==> config.mk <==
export PLATFORM = sky130hd
export DESIGN_NAME = packetize_send_queue
export DESIGN_NICKNAME = d
export VERILOG_FILES = /design/src/rtl/packetize_pkg.sv /design/src/rtl/pkt_fifo.sv /design/src/rtl/packetize_send_queue.sv
export SDC_FILE = /design/constraint.sdc
export NUM_CORES = 1
export LEC_CHECK = 0
export ABC_AREA = 1
export BUFFER_PORTS_ARGS = -buffer_cell sky130_fd_sc_hd__clkbuf_2
export CAP_MARGIN = 0
export CORE_MARGIN = 2
export CORE_UTILIZATION = 55
export DETAILED_ROUTE_END_ITERATION = 8
export MAX_ROUTING_LAYER = met4
export PLACE_DENSITY = 0.88
export SYNTH_ARGS = -nofsm -noshare
export SYNTH_HDL_FRONTEND = slang
export SYNTH_SLANG_ARGS = --single-unit
export TNS_END_PERCENT = 5
==> constraint.sdc <==
create_clock -name clk -period 4.64 [get_ports clk]
set_input_delay 0.696 -clock clk [delete_from_list [all_inputs] [get_ports clk]]
set_output_delay 0.696 -clock clk [all_outputs]
set_load 0.03 [all_outputs]
==> src/rtl/packetize_pkg.sv <==
// Shared widths, packet layout and FSM state types for the packetize send queue.
package packetize_pkg;

    localparam int unsigned PKT_ADDR_W = 4;
    localparam int unsigned PKT_TYPE_W = 3;
    localparam int unsigned PKT_DATA_W = 24;
    localparam int unsigned IN_W       = PKT_ADDR_W + PKT_TYPE_W + PKT_DATA_W;
    localparam int unsigned PKT_W      = 2 * PKT_ADDR_W + PKT_TYPE_W + PKT_DATA_W;

    typedef struct packed {
        logic [PKT_ADDR_W-1:0] dest;
        logic [PKT_ADDR_W-1:0] src;
        logic [PKT_TYPE_W-1:0] ptype;
        logic [PKT_DATA_W-1:0] data;
    } pkt_t;

    typedef enum logic {
        I_IDLE = 1'b0,
        I_ACK  = 1'b1
    } in_state_e;

    typedef enum logic [1:0] {
        O_IDLE = 2'd0,
        O_REQ  = 2'd1,
        O_REL  = 2'd2
    } out_state_e;

endpackage

==> src/rtl/pkt_fifo.sv <==
// Circular-buffer FIFO with wrap-bit pointers; head is read combinationally, never bypassed.
module pkt_fifo #(
    parameter int unsigned WIDTH = 35,
    parameter int unsigned DEPTH = 4
) (
    input  logic                     clk,
    input  logic                     rst,
    input  logic                     i_push,
    input  logic [WIDTH-1:0]         i_wdata,
    input  logic                     i_pop,
    output logic [WIDTH-1:0]         o_rdata,
    output logic                     o_full,
    output logic                     o_empty,
    output logic [$clog2(DEPTH):0]   o_level
);

    localparam int unsigned AW = $clog2(DEPTH);

    logic [WIDTH-1:0] r_mem [DEPTH];
    logic [AW:0]      r_wr_ptr;
    logic [AW:0]      r_rd_ptr;
    logic             w_push;
    logic             w_pop;

    assign o_empty = (r_wr_ptr == r_rd_ptr);
    assign o_full  = (r_wr_ptr[AW] != r_rd_ptr[AW]) && (r_wr_ptr[AW-1:0] == r_rd_ptr[AW-1:0]);
    assign o_level = r_wr_ptr - r_rd_ptr;
    assign o_rdata = r_mem[r_rd_ptr[AW-1:0]];

    assign w_push = i_push && !o_full;
    assign w_pop  = i_pop && !o_empty;

    // Storage needs no reset: resetting the pointers discards the contents.
    always_ff @(posedge clk) begin
        if (w_push) begin
            r_mem[r_wr_ptr[AW-1:0]] <= i_wdata;
        end
    end

    always_ff @(posedge clk or posedge rst) begin
        if (rst) begin
            r_wr_ptr <= '0;
            r_rd_ptr <= '0;
        end else begin
            if (w_push) begin
                r_wr_ptr <= r_wr_ptr + 1'b1;
            end
            if (w_pop) begin
                r_rd_ptr <= r_rd_ptr + 1'b1;
            end
        end
    end

endmodule

==> src/rtl/packetize_send_queue.sv <==
// Multi-channel packetizer: per-channel 4-phase input FSMs, round-robin arbiter, FIFO,
// and a 4-phase output FSM towards the router local port.
module packetize_send_queue
    import packetize_pkg::*;
#(
    parameter int unsigned N_CH      = 4,
    parameter int unsigned ADDR_W    = 4,
    parameter int unsigned TYPE_W    = 3,
    parameter int unsigned DATA_W    = 24,
    parameter int unsigned DEPTH     = 4,
    parameter bit          DROP_ZERO = 1'b0
) (
    input  logic                                      clk,
    input  logic                                      rst,
    input  logic [N_CH-1:0]                           in_req,
    output logic [N_CH-1:0]                           in_ack,
    input  logic [N_CH*(ADDR_W+TYPE_W+DATA_W)-1:0]    in_data,
    output logic                                      out_req,
    input  logic                                      out_ack,
    output logic [2*ADDR_W+TYPE_W+DATA_W-1:0]         out_pkt,
    output logic [$clog2(DEPTH):0]                    fifo_level,
    output logic [15:0]                               sent_cnt,
    output logic [15:0]                               drop_cnt
);

    localparam int unsigned L_IN_W  = ADDR_W + TYPE_W + DATA_W;
    localparam int unsigned L_PKT_W = 2 * ADDR_W + TYPE_W + DATA_W;
    localparam int unsigned PTR_W   = (N_CH > 1) ? $clog2(N_CH) : 1;

    in_state_e            r_in_state     [N_CH];
    in_state_e            w_in_state_nxt [N_CH];
    out_state_e           r_out_state;
    out_state_e           w_out_state_nxt;

    logic [N_CH-1:0]      w_drop;
    logic [N_CH-1:0]      w_elig;
    logic [N_CH-1:0]      w_grant;
    logic                 w_any_grant;
    logic [PTR_W-1:0]     w_idx;
    logic [PTR_W-1:0]     w_grant_idx;
    logic [PTR_W-1:0]     r_rr_ptr;

    logic [L_IN_W-1:0]    w_sel_in;
    logic [ADDR_W-1:0]    w_src;
    logic [L_PKT_W-1:0]   w_push_pkt;
    logic                 w_sel_drop;
    logic                 w_push;
    logic                 w_drop_evt;

    logic [L_PKT_W-1:0]   w_head;
    logic                 w_full;
    logic                 w_empty;
    logic                 w_pop;
    logic                 w_load;

    logic [L_PKT_W-1:0]   r_out_pkt;
    logic [15:0]          r_sent_cnt;
    logic [15:0]          r_drop_cnt;

    // Droppable packets bypass the full check since they never occupy a slot.
    always_comb begin
        w_drop = '0;
        w_elig = '0;
        for (int c = 0; c < N_CH; c++) begin
            w_drop[c] = DROP_ZERO && (in_data[c*L_IN_W +: DATA_W] == '0);
            w_elig[c] = (r_in_state[c] == I_IDLE) && in_req[c] && (!w_full || w_drop[c]);
        end
    end

    always_comb begin
        w_grant     = '0;
        w_grant_idx = '0;
        w_any_grant = 1'b0;
        w_idx       = '0;
        for (int i = 0; i < N_CH; i++) begin
            w_idx = PTR_W'((int'(r_rr_ptr) + i) % int'(N_CH));
            if (!w_any_grant && w_elig[w_idx]) begin
                w_any_grant        = 1'b1;
                w_grant[w_idx]     = 1'b1;
                w_grant_idx        = w_idx;
            end
        end
    end

    always_comb begin
        w_sel_in   = in_data[w_grant_idx*L_IN_W +: L_IN_W];
        w_src      = ADDR_W'(w_grant_idx);
        w_push_pkt = {w_sel_in[L_IN_W-1 -: ADDR_W], w_src, w_sel_in[TYPE_W+DATA_W-1:0]};
        w_sel_drop = w_drop[w_grant_idx];
        w_push     = w_any_grant && !w_sel_drop;
        w_drop_evt = w_any_grant && w_sel_drop;
    end

    always_comb begin
        in_ack = '0;
        for (int c = 0; c < N_CH; c++) begin
            w_in_state_nxt[c] = r_in_state[c];
            case (r_in_state[c])
                I_IDLE: if (w_grant[c]) w_in_state_nxt[c] = I_ACK;
                I_ACK:  if (!in_req[c]) w_in_state_nxt[c] = I_IDLE;
                default: w_in_state_nxt[c] = I_IDLE;
            endcase
            in_ack[c] = (r_in_state[c] == I_ACK);
        end
    end

    // The head stays in the FIFO until the router releases ack, so level counts it.
    always_comb begin
        w_out_state_nxt = r_out_state;
        w_pop           = 1'b0;
        w_load          = 1'b0;
        out_req         = 1'b0;
        case (r_out_state)
            O_IDLE: begin
                if (!w_empty) begin
                    w_load          = 1'b1;
                    w_out_state_nxt = O_REQ;
                end
            end
            O_REQ: begin
                out_req = 1'b1;
                if (out_ack) w_out_state_nxt = O_REL;
            end
            O_REL: begin
                if (!out_ack) begin
                    w_pop           = 1'b1;
                    w_out_state_nxt = O_IDLE;
                end
            end
            default: w_out_state_nxt = O_IDLE;
        endcase
    end

    always_ff @(posedge clk or posedge rst) begin
        if (rst) begin
            for (int c = 0; c < N_CH; c++) begin
                r_in_state[c] <= I_IDLE;
            end
            r_out_state <= O_IDLE;
            r_out_pkt   <= '0;
            r_sent_cnt  <= '0;
            r_drop_cnt  <= '0;
            r_rr_ptr    <= '0;
        end else begin
            for (int c = 0; c < N_CH; c++) begin
                r_in_state[c] <= w_in_state_nxt[c];
            end
            r_out_state <= w_out_state_nxt;
            if (w_load) begin
                r_out_pkt <= w_head;
            end
            if (w_pop) begin
                r_sent_cnt <= r_sent_cnt + 16'd1;
            end
            if (w_drop_evt) begin
                r_drop_cnt <= r_drop_cnt + 16'd1;
            end
            if (w_any_grant) begin
                r_rr_ptr <= (w_grant_idx == PTR_W'(N_CH - 1)) ? '0 : w_grant_idx + 1'b1;
            end
        end
    end

    pkt_fifo #(
        .WIDTH (L_PKT_W),
        .DEPTH (DEPTH)
    ) u_fifo (
        .clk     (clk),
        .rst     (rst),
        .i_push  (w_push),
        .i_wdata (w_push_pkt),
        .i_pop   (w_pop),
        .o_rdata (w_head),
        .o_full  (w_full),
        .o_empty (w_empty),
        .o_level (fifo_level)
    );

    assign out_pkt  = r_out_pkt;
    assign sent_cnt = r_sent_cnt;
    assign drop_cnt = r_drop_cnt;

endmodule

==> results.sh, run 1 <==
export IMPL_start_kind="flop"
export IMPL_synth_area_per_cell_um2=9.139
export IMPL_grt_max_degree=69
export IMPL_layout_min_cycle_time_ns=3.439
export IMPL_synth_flop_cell="edfxtp_1"
export IMPL_grt_util_all_layers=0.2694
export IMPL_die_y_um=136.6
export IMPL_synthSimpleGateAreaFrac=0.2356
export IMPL_worstReg2RegEnd="u_fifo.r_mem[0][9]"
export IMPL_ys_ff_latch=195
export IMPL_drt_initial_drc_count=865
export IMPL_postCtsSetupRepairBufs=0
export IMPL_rr_worst_depth=12
export IMPL_status="finished, final reports clean"
export IMPL_yosysTopAreaCellShare=0.4099
export IMPL_grt_antenna_before_repair=0
export IMPL_drive_gt1_frac=0.2112
export IMPL_syn2layout_area_growth_pct=17.03
export IMPL_final_common_cell="nor2_1"
export IMPL_antenna_left=0
export IMPL_hold_violations=0
export IMPL_setup_tns_ns=0
export IMPL_finalSetupViolCount=0
export IMPL_tightest_slew_ns=0.8212
export IMPL_cp_end_kind="flop"
export IMPL_met3_length_um=2082
export IMPL_fmax_mhz=290.8
export IMPL_criticalPathCategory="flop to flop"
export IMPL_avgViaCountPerCell=5.392
export IMPL_synth_top_family_by_area="simple AND/OR/NAND/NOR gates"
export IMPL_critPathRequiredTime_ns=4.78
export IMPL_cp_max_fo=64
export IMPL_grt_pass1_wl_um=36850
export IMPL_met2_length_um=11420
export IMPL_mostFrequentLayoutCells="nor2_1, clkbuf_2, nand2_1"
export IMPL_cts_buffers=17
export IMPL_finClkSkew_ns=0.01333
export IMPL_synthArstFlopShare=0.3231
export IMPL_syn_inst=1058
export IMPL_netlist_area_mm2=0.009669
export IMPL_cts_resized_gates=0
export IMPL_cts_max_level=4
export IMPL_synth_fa_ha_area_frac=0.01760
export IMPL_synth_enable_flop_cells=132
export IMPL_rsz0062_at_grt="no"
export IMPL_num_rows=48
export IMPL_clk_path_buf_depth=2
export IMPL_drtPass1Iterations=8
export IMPL_drv_slew=0
export IMPL_grt_pass1_vias=7356
export IMPL_synth_compound_area_share=0.06651
export IMPL_seq_area_frac_synth=0.5730
export IMPL_dieArea_mm2=0.01866
export IMPL_hold_buffers=0
export IMPL_routed_via_count=7878
export IMPL_cts_num_sinks=195
export IMPL_wl_met1_um=9942
export IMPL_relSlewSlack=0.4519
export IMPL_antenna_cells=0
export IMPL_crit_start="r_rr_ptr[0]"
export IMPL_fin_nets=1367
export IMPL_dp_hpwl_um=15470
export IMPL_drc=0
export IMPL_grt_overflow=0
export IMPL_coreArea_mm2=0.01724
export IMPL_synth_area_mux_share=0
export IMPL_start_util=0.5610
export IMPL_root_buffer="clkbuf_16"
export IMPL_timing_final_crit_share=0.7411
export IMPL_ys_warn_count=0
export IMPL_clk_pin_slew_ns=0.07
export IMPL_worstReg2RegStart="r_rr_ptr[0]"
export IMPL_synth_area_leaders="edfxtp_1, dfrtp_1, nor2_1"
export IMPL_io_pins=206
export IMPL_top_layer_used="met4"
export IMPL_cp_arrival_ns=3.58
export IMPL_routedWlPerCell_um=16.42
export IMPL_numPortBuffers=187
export IMPL_clk_latency_ns=0.44
export IMPL_synth_xor_area_share=0.01449
export IMPL_dieWidth_um=136.6
export IMPL_finalWirelength_um=23980
export IMPL_globalplace_congestion=0.8750
export IMPL_synth_distinct_cells=36
export IMPL_cts_tree="yes"
export IMPL_maxCapViolCount=0
export IMPL_synth_top_area_cell="edfxtp_1"
export IMPL_hp_class="input pin to async pin"
export IMPL_r2r_slack_ns=1.20
## worst max-delay path by stage
stage                                endpoint  slack [ns]
after floorplan            u_fifo.r_mem[0][0]        0.65
after global placement    u_fifo.r_mem[0][11]        1.50
after detailed placement   u_fifo.r_mem[0][9]        1.37
after CTS                  u_fifo.r_mem[0][9]        1.31
after global routing      u_fifo.r_mem[0][14]        1.05
final                      u_fifo.r_mem[0][9]        1.20
## worst max-delay path, cell delays in order, from the launching register on
cell and delay [ns]:
dfrtp_1 0.60, inv_1 0.24, ha_1 0.40, inv_1 0.12
nand3_1 0.10, nand2_2 0.15, nor2_2 0.08, nor2_1 0.12
nand2_2 0.28, nand2_4 0.57, nand2_1 0.16, nand3_1 0.14
nand2_1 0.15
## registers in the layout, indices dropped and copies added (netlist names)
| signal | cells |
|---|---|
| r_out_state | 2 |
| r_rr_ptr | 2 |
| u_fifo.r_rd_ptr | 3 |
| sent_cnt | 16 |
| out_pkt | 33 |
| u_fifo.r_wr_ptr | 3 |
| in_ack | 4 |
| u_fifo.r_mem | 132 |
## cells in the mapped netlist (2+ instances only)
cell type / n
xnor2_1: 8
nand2_2: 7
xor2_1: 8
nand3_2: 6
nor2_2: 3
nand3b_1: 31
buf_4: 21
a31oi_1: 33
inv_2: 2
o21ai_0: 71
a21oi_1: 7
edfxtp_1: 132
a22oi_1: 2
nand4_1: 3
inv_1: 135
clkbuf_1: 21
nand2_1: 138
o211ai_1: 2
nand3_1: 112
buf_1: 5
dfrtp_1: 63
nor2_1: 200
buf_2: 24
ha_1: 12
## cell type report
| type | instances | area (um2) |
|---|---|---|
| inverter | 138 | 518.0 |
| tap | 225 | 281.5 |
| timing repair buffer | 200 | 1033 |
| clock buffer | 17 | 425.4 |
| sequential | 195 | 5542 |
| multi-input combinational | 671 | 3312 |
| fill | 1232 | 5921 |
| clock inverter | 15 | 203.9 |
## layer usage
| metal | global-route usage | vias to the layer above |
|---|---|---|
| li1 | - | 3759 |
| met1 | 0.3566 | 3635 |
| met2 | 0.4189 | 442 |
| met3 | 0.04519 | 42 |
| met4 | 0.1047 | 0 |
| met5 | - | - |
## cells by family after synthesis
group	count (synthesis)
AOI/OAI and AO/OA	117
xor gates and xnor gates	16
adders and majority gates	13
buffers and inverters	209
DFF	195
other	1
and+or+nand+nor	507
## metrics by stage
step | setup WS (ns) | utilization | std cells | hold slack, ns | instance area [um2]
floorplan | 0.6506 | - | 1075 | 0.4632 | 9733
global placement | 1.500 | 0.6200 | 1429 | 0.4594 | 10690
detailed placement | 1.372 | 0.6200 | 1429 | 0.4896 | 10690
CTS | 1.312 | 0.6565 | 1461 | 0.4071 | 11320
global route | 1.045 | 0.6565 | 1461 | 0.4349 | 11320
finish | 1.201 | 0.6565 | 1461 | 0.3814 | 11320
Power of run 1 is left out: the tool's default activity adds up to more than one toggle a clock period on the data nets, which glitch-free logic cannot reach.
==> run 2, diff against run 1 <==
- clock period: 4.64 -> 3.5 ns (I/O delays scaled with it)
==> results.sh, run 2 (synthesized netlist as in run 1, its figures left out) <==
export IMPL_clk_pin_slew_ns=0.07
export IMPL_final_common_cell="nor2_1"
export IMPL_root_buffer="clkbuf_16"
export IMPL_grt_pass1_wl_um=36960
export IMPL_avgViaCountPerCell=5.425
export IMPL_met3_length_um=2370
export IMPL_largest_reg_flops=132
export IMPL_timing_final_crit_share=0.9240
export IMPL_status="finished, final reports clean"
export IMPL_grt_overflow=0
export IMPL_mostFrequentLayoutCells="nor2_1, clkbuf_2, nand2_1"
export IMPL_syn2layout_area_growth_pct=17.24
export IMPL_num_rows=48
export IMPL_rsz0062_at_grt="no"
export IMPL_grt_util_all_layers=0.2697
export IMPL_n_fill_cell=1278
export IMPL_drv_slew=0
export IMPL_die_y_um=136.6
export IMPL_hold_violations=0
export IMPL_hold_buffers=0
export IMPL_relSlewSlack=0.4579
export IMPL_start_util=0.5610
export IMPL_start_kind="flop"
export IMPL_dieArea_mm2=0.01866
export IMPL_stdcell_area_mm2=0.01134
export IMPL_cp_arrival_ns=3.38
export IMPL_maxCapViolCount=0
export IMPL_clk_latency_ns=0.43
export IMPL_top_layer_used="met4"
export IMPL_finalWirelength_um=24170
export IMPL_cts_tree="yes"
export IMPL_cts_resized_gates=0
export IMPL_tightest_slew_ns=0.8119
export IMPL_grt_max_degree=69
export IMPL_layout_min_cycle_time_ns=3.234
export IMPL_cp_max_fo=62
export IMPL_hp_class="input pin to async pin"
export IMPL_finalSetupViolCount=0
export IMPL_grt_antenna_before_repair=0
export IMPL_cts_buffers=17
export IMPL_clk_path_buf_depth=2
export IMPL_drc=0
export IMPL_finClkSkew_ns=0.007785
export IMPL_dp_hpwl_um=15810
export IMPL_met2_length_um=11680
export IMPL_antenna_left=0
export IMPL_routed_via_count=7937
export IMPL_drt_initial_drc_count=984
export IMPL_critPathRequiredTime_ns=3.65
export IMPL_globalplace_congestion=0.9159
export IMPL_fin_nets=1369
export IMPL_cts_max_level=4
export IMPL_coreArea_mm2=0.01724
export IMPL_io_pins=206
export IMPL_antenna_cells=0
export IMPL_criticalPathCategory="flop to flop"
export IMPL_postCtsSetupRepairBufs=0
export IMPL_drtPass1Iterations=8
export IMPL_dieWidth_um=136.6
export IMPL_wl_met1_um=9578
export IMPL_grt_pass1_vias=7385
export IMPL_fmax_mhz=309.2
export IMPL_cts_num_sinks=195
export IMPL_hold_ws_ns=0.2302
export IMPL_routedWlPerCell_um=16.52
export IMPL_numPortBuffers=187
export IMPL_dpl_cell_area_mm2=0.01076
export IMPL_cp_end_kind="flop"
export IMPL_drive_gt1_frac=0.2084
[run 2: layout make-up]
class / count / area [um2] / area share
multi-input cells: 671 / 3312 / 0.2922
flip-flops and latches: 195 / 5542 / 0.4889
clock inverters: 10 / 107.6 / 0.009492
clock buffers: 22 / 464.2 / 0.04095
well taps: 225 / 281.5 / 0.02483
inverters: 138 / 518.0 / 0.04570
repair buffers: 202 / 1111 / 0.09801
[run 2: layer usage]
layer / track usage / vias to the layer above
li1: - / 3760
met1: 0.3497 / 3640
met2: 0.4147 / 479
met3: 0.06037 / 58
met4: 0.1071 / 0
met5: - / -
[run 2: final timing paths]
kind                              start                  to  slack, ns  cells after the start
setup / recovery            r_rr_ptr[0]  u_fifo.r_mem[3][9]       0.27                     12
setup reg to reg            r_rr_ptr[0]  u_fifo.r_mem[3][9]       0.27                     12
hold reg to reg            sent_cnt[15]        sent_cnt[15]       0.49                      1
min in group clk                out_ack      r_out_state[0]       0.30                      2
max in group asynchronous           rst  u_fifo.r_rd_ptr[0]       2.59                      3
hold / removal                      rst          out_pkt[9]       0.23                      2
[run 2: stage by stage]
step / setup WS, ns / setup TNS, ns / util / std cells
detailed placement: 0.3749 / 0 / 0.6245 / 1431
floorplan: -0.4894 / -48.45 / - / 1075
global route: 0.06789 / 0 / 0.6577 / 1463
finish: 0.2660 / 0 / 0.6577 / 1463
global placement: 0.5384 / 0 / 0.6245 / 1431
CTS: 0.3739 / 0 / 0.6577 / 1463
[run 2: critical path, stage by stage (launching register included)]
cell	delay [ns]
dfrtp_1	0.60
inv_1	0.23
ha_1	0.40
inv_1	0.09
nand3_1	0.11
nand2_2	0.13
nor2_2	0.22
nor2_1	0.08
nand2_2	0.11
buf_4	0.48
nand3_1	0.16
nand3_1	0.12
nand2_1	0.16
Power of run 2 is left out for the same reason.
==> run 3, diff against run 2 <==
- BUFFER_PORTS_ARGS: -buffer_cell sky130_fd_sc_hd__clkbuf_2 -> unset
- CORE_UTILIZATION: 55 -> 64
- DONT_BUFFER_PORTS: unset -> 1
==> results.sh, run 3 (synthesized netlist as in run 1, its figures left out) <==
export IMPL_drc=0
export IMPL_routed_via_count=7319
export IMPL_cpMaxStageDelayCell="dfrtp_1"
export IMPL_worstReg2RegEnd="u_fifo.r_mem[1][2]"
export IMPL_syn2layout_area_growth_pct=7.311
export IMPL_crit_end="u_fifo.r_mem[1][2]"
export IMPL_cts_tree="yes"
export IMPL_hp_class="input pin to async pin"
export IMPL_final_common_cell="nor2_1"
export IMPL_tightest_slew_ns=0.7380
export IMPL_status="finished with violations"
export IMPL_largest_reg_flops=132
export IMPL_grt_overflow=0
export IMPL_hold_violations=3
export IMPL_cp_common_cell="nand3_1"
export IMPL_fin_nets=1183
export IMPL_critPathRequiredTime_ns=3.63
export IMPL_mostFrequentLayoutCells="nor2_1, nand2_1, inv_1"
export IMPL_maxCapViolCount=0
export IMPL_layout_min_cycle_time_ns=3.176
export IMPL_start_kind="flop"
export IMPL_cts_resized_gates=0
export IMPL_antenna_left=0
export IMPL_dieWidth_um=126.9
export IMPL_cts_buffers=17
export IMPL_grt_util_all_layers=0.2943
export IMPL_relSlewSlack=0.5080
export IMPL_cts_num_sinks=195
export IMPL_io_pins=206
export IMPL_num_rows=44
export IMPL_worstReg2RegStart="r_rr_ptr[0]"
export IMPL_start_util=0.6603
export IMPL_r2r_slack_ns=0.32
export IMPL_coreArea_mm2=0.01464
export IMPL_drtPass1Iterations=6
export IMPL_finClkSkew_ns=0.009552
export IMPL_n_fill_cell=1003
export IMPL_cp_end_kind="flop"
export IMPL_drt_initial_drc_count=723
export IMPL_dp_hpwl_um=14980
export IMPL_crit_start="r_rr_ptr[0]"
export IMPL_die_y_um=126.9
export IMPL_hold_ws_ns=-0.004838
export IMPL_cts_max_level=4
export IMPL_routedWlPerCell_um=18.20
export IMPL_fmax_mhz=314.9
export IMPL_globalplace_congestion=0.9691
export IMPL_max_stage_delay_ns=0.61
export IMPL_failed_checks="negative hold slack"
export IMPL_grt_antenna_before_repair=0
export IMPL_drv_slew=0
export IMPL_clk_pin_slew_ns=0.07
export IMPL_cp_arrival_ns=3.31
export IMPL_antenna_cells=0
export IMPL_crit_chain="inv_1, ha_1, inv_1, nand3_1, nand2_2, nand3_2, nand3_2, buf_4, nand3_1, nand3_1, nand2_1"
export IMPL_finalWirelength_um=22500
export IMPL_finalSetupViolCount=0
export IMPL_hold_buffers=0
export IMPL_criticalPathCategory="flop to flop"
export IMPL_rr_worst_depth=11
export IMPL_postCtsSetupRepairBufs=0
export IMPL_numPortBuffers=0
export IMPL_avgViaCountPerCell=5.922
export IMPL_drive_gt1_frac=0.07129
export IMPL_clk_path_buf_depth=2
export IMPL_cp_max_fo=62
export IMPL_rsz0062_at_grt="no"
export IMPL_grt_max_degree=69
export IMPL_dieArea_mm2=0.01611
export IMPL_clk_latency_ns=0.43
export IMPL_root_buffer="clkbuf_16"
export IMPL_setup_tns_ns=0
export IMPL_grt_pass1_vias=6797
export IMPL_timing_final_crit_share=0.9075
export IMPL_grt_pass1_wl_um=35220
==> run 3: per-layer routing <==
layer	wire length, um	track usage	vias to the layer above
li1	-	-	3395
met2	10500	0.4507	461
met3	2672	0.07423	34
met4	437	0.09567	0
met1	8882	0.3910	3429
met5	0	-	-
==> run 3: final cells by class <==
| type | instances | area [um2] | area share |
|---|---|---|---|
| Clock inverter | 14 | 175.2 | 0.01688 |
| Tap cell | 184 | 230.2 | 0.02219 |
| Multi-Input combinational cell | 671 | 3312 | 0.3192 |
| Clock buffer | 18 | 429.2 | 0.04136 |
| Timing Repair Buffer | 16 | 170.2 | 0.01640 |
| Inverter | 138 | 518.0 | 0.04992 |
| Sequential cell | 195 | 5542 | 0.5341 |
==> run 3: how the worst min path moves through the flow <==
| stage | cells past startpoint | end | startpoint |
|---|---|---|---|
| 2_1_floorplan | 1 | u_fifo.r_rd_ptr[2] | u_fifo.r_rd_ptr[2] |
| 3_3_place_gp | 1 | sent_cnt[15] | rst |
| 3_5_place_dp | 1 | sent_cnt[15] | rst |
| 4_1_cts | 1 | out_pkt[27] | rst |
| 5_1_grt | 1 | out_pkt[27] | rst |
| 6_report | 1 | out_pkt[27] | rst |
==> run 3: critical path: cells and delay by family (launching register included) <==
family,cells,cell delay [ns]
flops,1,0.61
fa+ha+maj,1,0.40
buf+inv,3,0.86
simple gates,7,0.98
==> run 3: metrics by stage <==
stage                 util  std cells  instance area, um2  worst slack (ns)
finish              0.7086       1236               10380            0.3239
global route        0.7086       1236               10380            0.1215
global placement    0.6673       1204                9772            0.5482
detailed placement  0.6673       1204                9772            0.4286
CTS                 0.7086       1236               10380            0.3938
floorplan                -       1075                9733           -0.4894
Power of run 3 is left out for the same reason.
